$ cat config.mk
export PLATFORM = sky130hd
export DESIGN_NAME = vpg_mode_sequencer
export DESIGN_NICKNAME = d
export VERILOG_FILES = /design/src/rtl/vpg_seq_pkg.sv /design/src/rtl/vpg_mode_debounce.sv /design/src/rtl/vpg_mode_sequencer.sv
export SDC_FILE = /design/constraint.sdc
export NUM_CORES = 1
export LEC_CHECK = 0
export BUFFER_PORTS_ARGS = -buffer_cell sky130_fd_sc_hd__buf_2
export CELL_PAD_IN_SITES_DETAIL_PLACEMENT = 1
export CELL_PAD_IN_SITES_GLOBAL_PLACEMENT = 2
export CORE_UTILIZATION = 38
export CTS_BUF_LIST = sky130_fd_sc_hd__clkbuf_8
export CTS_CLUSTER_SIZE = 14
export DETAILED_ROUTE_END_ITERATION = 10
export PLACE_DENSITY = 0.9
export SYNTH_ARGS = -nofsm -noshare
export SYNTH_HDL_FRONTEND = slang
export SYNTH_SLANG_ARGS = --single-unit
$ cat constraint.sdc
create_clock -name clk_50 -period 3.12 [get_ports clk_50]
set_clock_uncertainty 0.15 [all_clocks]
set_input_delay 0.468 -clock clk_50 [delete_from_list [all_inputs] [get_ports clk_50]]
set_output_delay 0.468 -clock clk_50 [all_outputs]
set_load 0.005 [all_outputs]
$ cat src/rtl/vpg_seq_pkg.sv
// rtl/vpg_seq_pkg.sv - shared types and helpers for the video-mode sequencer
// Contents:
//   vpg_state_e : sequencer FSM states
//   vpg_mode_e  : video mode codes driven on mode[3:0]
//   cnt_width   : bit width needed to hold 0..max_val
package vpg_seq_pkg;

  typedef enum logic [2:0] {
    ST_START,
    ST_KICK,
    ST_SETTLE,
    ST_WAIT_LOCK,
    ST_RUN,
    ST_ERROR
  } vpg_state_e;

  typedef enum logic [3:0] {
    MODE_640x480   = 4'd0,
    MODE_720x480   = 4'd1,
    MODE_1024x768  = 4'd2,
    MODE_1280x1024 = 4'd3,
    MODE_800x480   = 4'd4
  } vpg_mode_e;

  function automatic int cnt_width(input int max_val);
    return (max_val < 1) ? 1 : $clog2(max_val + 1);
  endfunction

endpackage

$ cat src/rtl/vpg_mode_debounce.sv
// rtl/vpg_mode_debounce.sv - debounces the raw mode request into an accept strobe
// Ports:
//   clk_50, reset : clock, asynchronous active-high reset
//   en            : 1 = debouncer running; 0 = counter held at 0, cand held
//   mode_req[3:0] : raw (bouncing) requested mode
//   mode[3:0]     : currently applied mode; a candidate equal to it is never accepted
//   cand[3:0]     : current debounce candidate
//   accept        : combinational strobe, cand has been stable long enough and differs from mode
module vpg_mode_debounce
  import vpg_seq_pkg::*;
#(
  parameter int DEBOUNCE_CYCLES = 500000
) (
  input  logic       clk_50,
  input  logic       reset,
  input  logic       en,
  input  logic [3:0] mode_req,
  input  logic [3:0] mode,
  output logic [3:0] cand,
  output logic       accept
);

  localparam int CW = cnt_width(DEBOUNCE_CYCLES);
  localparam logic [CW-1:0] CNT_LAST = CW'(DEBOUNCE_CYCLES - 1);
  localparam logic [CW-1:0] CNT_MAX  = CW'(DEBOUNCE_CYCLES);

  logic [3:0]    cand_q, cand_d;
  logic [CW-1:0] cnt_q, cnt_d;

  always_comb begin
    cand_d = cand_q;
    cnt_d  = cnt_q;
    if (!en) begin
      cnt_d = '0;
    end else if (mode_req != cand_q) begin
      cand_d = mode_req;
      cnt_d  = '0;
    end else if (cnt_q != CNT_MAX) begin
      cnt_d = cnt_q + 1'b1;
    end
  end

  always_ff @(posedge clk_50 or posedge reset) begin
    if (reset) begin
      cand_q <= '0;
      cnt_q  <= '0;
    end else begin
      cand_q <= cand_d;
      cnt_q  <= cnt_d;
    end
  end

  // The edge that sees the D-th consecutive matching sample accepts.
  assign accept = en && (mode_req == cand_q) && (cnt_q == CNT_LAST) && (cand_q != mode);
  assign cand   = cand_q;

endmodule

$ cat src/rtl/vpg_mode_sequencer.sv
// rtl/vpg_mode_sequencer.sv - sequences video mode changes around pixel PLL relock
// Ports:
//   clk_50             : 50 MHz management clock
//   reset              : asynchronous active-high reset
//   mode_req[3:0]      : requested mode from switches (asynchronous, bouncing)
//   pll_locked         : pixel PLL lock (asynchronous)
//   mode[3:0]          : applied mode code
//   mode_change        : one-cycle pulse, mode valid on the same cycle
//   gen_enable         : 1 = timing generator may run
//   busy               : 1 whenever not in RUN
//   lock_err           : 1 while in ERROR (PLL failed to lock in time)
//   lock_loss_cnt[7:0] : saturating count of lock drops seen in RUN
module vpg_mode_sequencer
  import vpg_seq_pkg::*;
#(
  parameter int DEBOUNCE_CYCLES = 500000,
  parameter int RECONF_WAIT     = 1024,
  parameter int LOCK_STABLE     = 4096,
  parameter int LOCK_TIMEOUT    = 5000000
) (
  input  logic       clk_50,
  input  logic       reset,
  input  logic [3:0] mode_req,
  input  logic       pll_locked,
  output logic [3:0] mode,
  output logic       mode_change,
  output logic       gen_enable,
  output logic       busy,
  output logic       lock_err,
  output logic [7:0] lock_loss_cnt
);

  localparam int SW = cnt_width(RECONF_WAIT);
  localparam int LW = cnt_width(LOCK_STABLE);
  localparam int TW = cnt_width(LOCK_TIMEOUT);
  localparam logic [SW-1:0] SETTLE_END = SW'(RECONF_WAIT);
  localparam logic [LW-1:0] STABLE_END = LW'(LOCK_STABLE);
  localparam logic [TW-1:0] TIMEOUT_END = TW'(LOCK_TIMEOUT);

  vpg_state_e    state_q, state_d;
  logic [1:0]    sync_q, sync_d;
  logic [3:0]    mode_q, mode_d;
  logic          mode_change_q, mode_change_d;
  logic          gen_enable_q, gen_enable_d;
  logic          busy_q, busy_d;
  logic          lock_err_q, lock_err_d;
  logic [7:0]    loss_q, loss_d;
  logic [SW-1:0] settle_q, settle_d;
  logic [LW-1:0] stable_q, stable_d;
  logic [TW-1:0] timeout_q, timeout_d;

  logic       locked_s;
  logic       deb_en;
  logic       deb_accept;
  logic [3:0] deb_cand;

  assign locked_s = sync_q[1];
  assign deb_en   = (state_q == ST_RUN) || (state_q == ST_ERROR);

  vpg_mode_debounce #(
    .DEBOUNCE_CYCLES(DEBOUNCE_CYCLES)
  ) u_debounce (
    .clk_50  (clk_50),
    .reset   (reset),
    .en      (deb_en),
    .mode_req(mode_req),
    .mode    (mode_q),
    .cand    (deb_cand),
    .accept  (deb_accept)
  );

  always_comb begin
    sync_d    = {sync_q[0], pll_locked};
    state_d   = state_q;
    mode_d    = mode_q;
    loss_d    = loss_q;
    timeout_d = timeout_q;
    settle_d  = '0;
    stable_d  = '0;

    case (state_q)
      ST_START: begin
        // Power-up mode is taken straight from the switches, no debounce.
        mode_d  = mode_req;
        state_d = ST_KICK;
      end
      ST_KICK: begin
        timeout_d = '0;
        state_d   = ST_SETTLE;
      end
      ST_SETTLE: begin
        if (timeout_q != TIMEOUT_END) timeout_d = timeout_q + 1'b1;
        if (timeout_q == TIMEOUT_END) begin
          state_d = ST_ERROR;
        end else if (settle_q == SETTLE_END) begin
          state_d = ST_WAIT_LOCK;
        end else begin
          settle_d = settle_q + 1'b1;
        end
      end
      ST_WAIT_LOCK: begin
        if (timeout_q != TIMEOUT_END) timeout_d = timeout_q + 1'b1;
        // Timeout wins over a stable count completing on the same edge.
        if (timeout_q == TIMEOUT_END) begin
          state_d = ST_ERROR;
        end else if (stable_q == STABLE_END) begin
          state_d = ST_RUN;
        end else if (locked_s) begin
          stable_d = stable_q + 1'b1;
        end
      end
      ST_RUN: begin
        // Lock loss beats a pending mode request; relock without re-kicking the PLL.
        if (!locked_s) begin
          if (loss_q != 8'hFF) loss_d = loss_q + 8'd1;
          timeout_d = '0;
          state_d   = ST_WAIT_LOCK;
        end else if (deb_accept) begin
          mode_d  = deb_cand;
          state_d = ST_KICK;
        end
      end
      ST_ERROR: begin
        if (deb_accept) begin
          mode_d  = deb_cand;
          state_d = ST_KICK;
        end
      end
      default: state_d = ST_START;
    endcase

    // Outputs are registered decodes of the next state.
    mode_change_d = (state_d == ST_KICK);
    gen_enable_d  = (state_d == ST_RUN);
    busy_d        = (state_d != ST_RUN);
    lock_err_d    = (state_d == ST_ERROR);
  end

  always_ff @(posedge clk_50 or posedge reset) begin
    if (reset) begin
      state_q       <= ST_START;
      sync_q        <= '0;
      mode_q        <= MODE_640x480;
      mode_change_q <= 1'b0;
      gen_enable_q  <= 1'b0;
      busy_q        <= 1'b1;
      lock_err_q    <= 1'b0;
      loss_q        <= '0;
      settle_q      <= '0;
      stable_q      <= '0;
      timeout_q     <= '0;
    end else begin
      state_q       <= state_d;
      sync_q        <= sync_d;
      mode_q        <= mode_d;
      mode_change_q <= mode_change_d;
      gen_enable_q  <= gen_enable_d;
      busy_q        <= busy_d;
      lock_err_q    <= lock_err_d;
      loss_q        <= loss_d;
      settle_q      <= settle_d;
      stable_q      <= stable_d;
      timeout_q     <= timeout_d;
    end
  end

  assign mode          = mode_q;
  assign mode_change   = mode_change_q;
  assign gen_enable    = gen_enable_q;
  assign busy          = busy_q;
  assign lock_err      = lock_err_q;
  assign lock_loss_cnt = loss_q;

endmodule

# Word level (Yosys, flattened, before mapping)
# Index checks and enable logic that the tools add are counted.
# classes
reduce_logical	12
n_bitwise	1
muxes	23
n_addsub	5
n_eq_ne	23
# ops
cell	n
case mux 23 bit (3 select lines)	1
two-way mux 19 bit	3
two-way mux 13 bit	4
two-way mux 23 bit	2
two-way mux 11 bit	3
adder 23 x 1 -> 23 bit, second input constant	1
equality test 23 bit, second input constant	1
!= test 23 bit, second input constant	1
adder 19 x 1 -> 19 bit, second input constant	1
equality test 19 bit, second input constant	1
!= test 19 bit, second input constant	1
two-way mux 3 bit	6
case mux 3 bit (6 select lines)	1
adder 13 x 1 -> 13 bit, second input constant	1
equality test 13 bit, second input constant	1
equality test 3 bit, second input constant	4
case mux 4 bit (3 select lines)	1
adder 11 x 1 -> 11 bit, second input constant	1
equality test 11 bit, second input constant	1
adder 8 x 1 -> 8 bit, second input constant	1
two-way mux 4 bit	2
!= test 4 bit	2
!= test 8 bit, second input constant	1
equality test 3 x 1 -> 1 bit, second input constant	2
13 further kinds	21
# word_totals
ff_bits	91
elab_cells	77
output_inout_bits	16
inputBits	7

# Longest topological paths before layout
# logic_depth
ltp_word	9
depth_mapped	8
depth_no_buf	7

# Modules after synthesis
# Synthesis repeated with hierarchy kept, for this count alone.
# unflattened
hier_cells	476
area_unflattened_um2	4682.0
# modules_own_cells
mod	instances	area_per_inst_um2	cells_each	seq_area_each_um2
vpg_mode_sequencer	1	3345.7	342	1702.9
vpg_mode_debounce	1	1336.3	134	575.6

# Worst setup path after synthesis
# OpenSTA, ideal clock, no wires.
# synth_path
path_kind	register -> register
from	register u_debounce.cnt_q[0]
to	register gen_enable_q, in the netlist gen_enable
n_path_buf	0
synth_period_minus_slack_ps	2148
setup_time_ps	120
t_arrival_ps	1878
t_required_ps	2850
stages_incl_launch_ff	7
path_slack_ps	972
path_cell_list	dfrtp_1 -> ha_1 -> nand4_2 -> nor4_2 -> nand4_1 -> or4b_4 -> and3_1
# synth_via
elab_chain_cells	7
# synth_lines
element	line_no	text
start: declaration	vpg_mode_debounce.sv:28	logic [CW-1:0] cnt_q, cnt_d;
start signal: assignment	vpg_mode_debounce.sv:49	cnt_q <= cnt_d;
equality test 19 bit (*)	vpg_mode_debounce.sv:54	assign accept = en && (mode_req == cand_q) && (cnt_q == CNT_LAST) && (cand_q != mode);
logical AND 1 bit (*) (2 in a row)	vpg_mode_debounce.sv:54	
two-way mux 3 bit (*)	vpg_mode_sequencer.sv:118, vpg_mode_sequencer.sv:124	
two-way mux 3 bit	vpg_mode_sequencer.sv:114	if (!locked_s) begin
case mux 3 bit (6 select lines) (*)	vpg_mode_sequencer.sv:81	case (state_q)
equality test 3 bit (*)	vpg_mode_sequencer.sv:134	gen_enable_d = (state_d == ST_RUN);
net gen_enable_d	vpg_mode_sequencer.sv:44	logic gen_enable_q, gen_enable_d;
end signal: assignment	vpg_mode_sequencer.sv:157	gen_enable_q <= gen_enable_d;
end: declaration	vpg_mode_sequencer.sv:44	
# The timed path passes the listed nets; every way through them passes the cells marked *.
# A chain may end at the register's enable or synchronous reset.

# Worst setup path in the final report
# layout_path
from	register state_q[0]
to	register timeout_q[20]
# layout_via
elab_chain_cells	4
elab_cells_between_ends	10
cone_classes	eq/ne: 6; mux: 1; reduce/logical: 3
# layout_lines
element	line_no	text
start: declaration	vpg_mode_sequencer.sv:40	vpg_state_e state_q, state_d;
start signal: assignment	vpg_mode_sequencer.sv:153	state_q <= state_d;
equality test 3 x 2 -> 1 bit	vpg_mode_sequencer.sv:81	
OR reduction 2 bit (no source line)	n/a	
!= test 2 x 1 -> 1 bit (no source line) / nonzero test 3 bit (equally long branches)	n/a	
AND reduction 3 bit (no source line)	n/a	
end signal: assignment	vpg_mode_sequencer.sv:163	timeout_q <= timeout_d;
end: declaration	vpg_mode_sequencer.sv:50	logic [TW-1:0] timeout_q, timeout_d;
# Several ways; a longest one is shown, not always the timed one.

==> flow_summary.json <==
{
  "status": "finished, violations left",
  "violated_checks": "DRC",
  "area_growth_syn_to_layout_pct": 9.614,
  "n_fill_cell": 1312,
  "number_of_nets_in_the_layout": 493,
  "slew_viol_final": 0,
  "reg_clk_slew_reported_paths_ps": 90,
  "port_buffers": 22,
  "reg2regPathDepth": 4,
  "achievable-frequency_ghz": 0.4008,
  "power.static_leakage_nw": 2.252,
  "fp.dieArea_sq_um": 12570,
  "start_kind": "register",
  "most-common-layout-cells": "dfrtp_1 (90), nor2_1 (73), xor2_1 (44)",
  "post_dp_cell_area_sq_um": 4868,
  "cts.root.buffer_cell": "clkbuf_8",
  "worstPathCellList": "or4b_4 > and2_1 > nor2_2 > nor2_1",
  "detailroute.wirelength.met2_microns": 4622,
  "number_of_antenna_violations_at_the_first_check_in_global_routing": 0,
  "synth-xor-area-share_pct": 12.55,
  "met3WireLength_microns": 206,
  "async_reset_ff_share_pct": 100.0,
  "max-vdd-ir-drop_mv": 0.2576,
  "net_count_of_the_mapped_netlist": 468,
  "dr.first_iter.drc_count": 145,
  "clockBufferDepth": 2,
  "clk_latency_ps": 370,
  "dr_total_vias": 3346,
  "design.core.area_sq_um": 11610,
  "grt_util_all_layers_pct": 17.15,
  "clock-sinks": 91,
  "floorplan.initialDensity_pct": 39.67,
  "synthesized_netlist_cell_count": 452,
  "cts_tree": "built",
  "postCtsSetupRepairBufs": 0,
  "gr-total-overflow": 0,
  "wire_per_inst_microns": 15.64,
  "drt-met1-wl_microns": 4687,
  "finish.utilization_pct": 43.48,
  "detailedRoute.firstPassIterationCount": 7,
  "drv_cap": 0,
  "synth.area.mux_share_pct": 3.829,
  "die_height_microns": 112.1,
  "drt-total-wl_microns": 9745,
  "stdcell_area_sq_um": 5050,
  "hold_path.class": "input pin to asynchronous set/reset pin",
  "synth_sequential_area_ratio_pct": 49.46,
  "required_ps": 3190,
  "postRouteAntennaNets": 0,
  "htree_levels": 3,
  "fin_setup_tns_ps": 0,
  "synth-adder-area-share_pct": 2.444,
  "fraction_of_final_layout_cells_sized_beyond_drive_strength_1_pct": 13.54,
  "wire_length_of_the_first_global_routing_pass_microns": 17200,
  "worst_slew_margin_rel_pct": 52.27,
  "setup-violations-final": 0,
  "largest_family_of_logic_cells_by_synthesized_area": "simple AND/OR/NAND/NOR gates",
  "ys_warn_count": 0,
  "critical_path_peak_fanout": 15,
  "boundary_pins": 23,
  "dp.final_hpwl_microns": 6939,
  "worst_path_max_delay_cell": "or4b_4",
  "synth_edf_count": 0,
  "worst_setup_path_category": "register to register",
  "gpl.final_weighted_congestion": 0.7556,
  "power.density_nw_per_um2": 398.4,
  "syn_area_per_cell_sq_um": 10.19,
  "cts_buffers": 9,
  "post-route-period-util_pct": 79.98,
  "critical_path_depth": 4,
  "timing.critical_path.buf_inv": 0,
  "post_synth_and_or_nand_nor_area_fraction_pct": 24.28,
  "die_width_microns": 112.1,
  "fin_worst_hold_slack_ps": 18.42,
  "cts_resizes": 0,
  "worst-endpoint-arrival_ps": 2570,
  "timing.final.hold_violations": 0,
  "setup.worst_path.end_class": "register",
  "avgViaCountPerCell": 5.371,
  "top_layer": "met4",
  "rsz0062_at_grt": "false",
  "critical-path-max-stage-delay_ps": 640,
  "share_of_the_synthesized_area_in_compound_gates_ao_oa_aoi_oai_pct": 4.753,
  "grt_max_degree": 41,
  "synth.lib_cells_used.distinct": 51,
  "synth_area_sq_um": 4607,
  "grt_pass1_vias": 3565,
  "hold_bufs_at_cts": 0,
  "std_cell_rows": 39,
  "finalWorstPathRequiredPeriod_ps": 2495,
  "route.detailed.drc": 3,
  "insertedDiodeCount": 0,
  "ys_ff_latch": 91,
  "synth_flop_cell": "dfrtp_1",
  "cell_class_contributing_the_biggest_share_of_worst_path_delay": "simple AND/OR/NAND/NOR gates",
  "max_slew.worst_pin.slew_ps": 715.1,
  "final_common_cell": "dfrtp_1",
  "r2r_setup_slk_ps": 620
}
logic make-up (layout without fill, tap and decap cells):
| group | Yosys count | count (layout) |
|---|---|---|
| buffers and inverters | 27 | 55 |
| adder cells (fa/ha/maj) | 9 | 9 |
| flip-flops | 91 | 91 |
| AO/OA/AOI/OAI | 30 | 30 |
| AND/OR/NAND/NOR | 213 | 213 |
| multiplexers | 16 | 16 |
| XOR/XNOR | 66 | 66 |
per-stage QoR:
stage	worst slack [ps]	total power, mW	std cells
floorplan	140.0	1.238	452
global placement	727.2	1.257	609
detailed placement	632.0	1.259	609
CTS	618.9	2.052	623
global route	436.7	2.096	623
finish	624.7	2.012	623
worst paths after layout:
path,from,endpoint
worst max-delay path,state_q[0],timeout_q[20]
worst min-delay path,reset,u_debounce.cnt_q[0]
worst max register to register,state_q[0],timeout_q[20]
worst min register to register,sync_q[0],sync_q[1]
max in group asynchronous,reset,stable_q[9]
min in group clk_50,pll_locked,sync_q[0]
power by group:
group          total (mW)  internal [mW]  switching (mW)  leakage, nW
sequential           1.19           1.18         0.00450         1.23
clock               0.780          0.378           0.402       0.0992
combinational      0.0454         0.0143          0.0310        0.923
synth_stat cells (2+ instances only):
master      n  area share, %
nand3b_1    2           0.33
nor2_2      4           0.54
nand4_1    20            2.7
and2_1      2           0.27
inv_1      16            1.3
nand2b_1    3           0.41
nor3_1      8           0.87
mux2i_1     3           0.65
xnor2_1    22            4.2
dfrtp_1    90             49
ha_1        9            2.4
or4b_1      2           0.43
buf_2       6           0.65
o22ai_1     3           0.41
nor2_1     73            5.9
o21ai_0     2           0.22
mux2_2     12            2.9
nor4_1      5           0.68
nand3_1    29            3.2
clkbuf_1    3           0.24
o2bb2ai_1   2           0.38
nand2_1    27            2.2
a21oi_1     7           0.76
or4b_4      2           0.60
and4_1      7            1.3
and3_1     14            1.9
xor2_1     44            8.4
buf_6       2           0.49
o21ai_1     6           0.65
nor4b_1     6            1.1
metal layers:
metal / up-vias / global-route usage, %
li1: 1609 / -
met1: 1683 / 22.13
met2: 37 / 28.36
met3: 17 / 2.646
met4: 0 / 8.178
met5: - / 0
registers in the layout, indices dropped and copies added, names as in the netlist:
name	count
timeout_q	23
u_debounce.cnt_q	19
stable_q	13
settle_q	11
lock_loss_cnt	8
mode	4
u_debounce.cand	4
state_q	3
sync_q	2
busy	1
gen_enable	1
lock_err	1
mode_change	1
layout make-up:
type	count	area [sq um]	share of cell area (%)
inverter	16	61.31	1.214
multi-input combinational	334	2205	43.66
tap	143	178.9	3.543
timing repair buffer	25	145.1	2.874
clock inverter	4	43.79	0.8672
sequential	91	2278	45.12
clock buffer	10	137.6	2.725
Note: power is estimated with default switching activity, not from simulation.
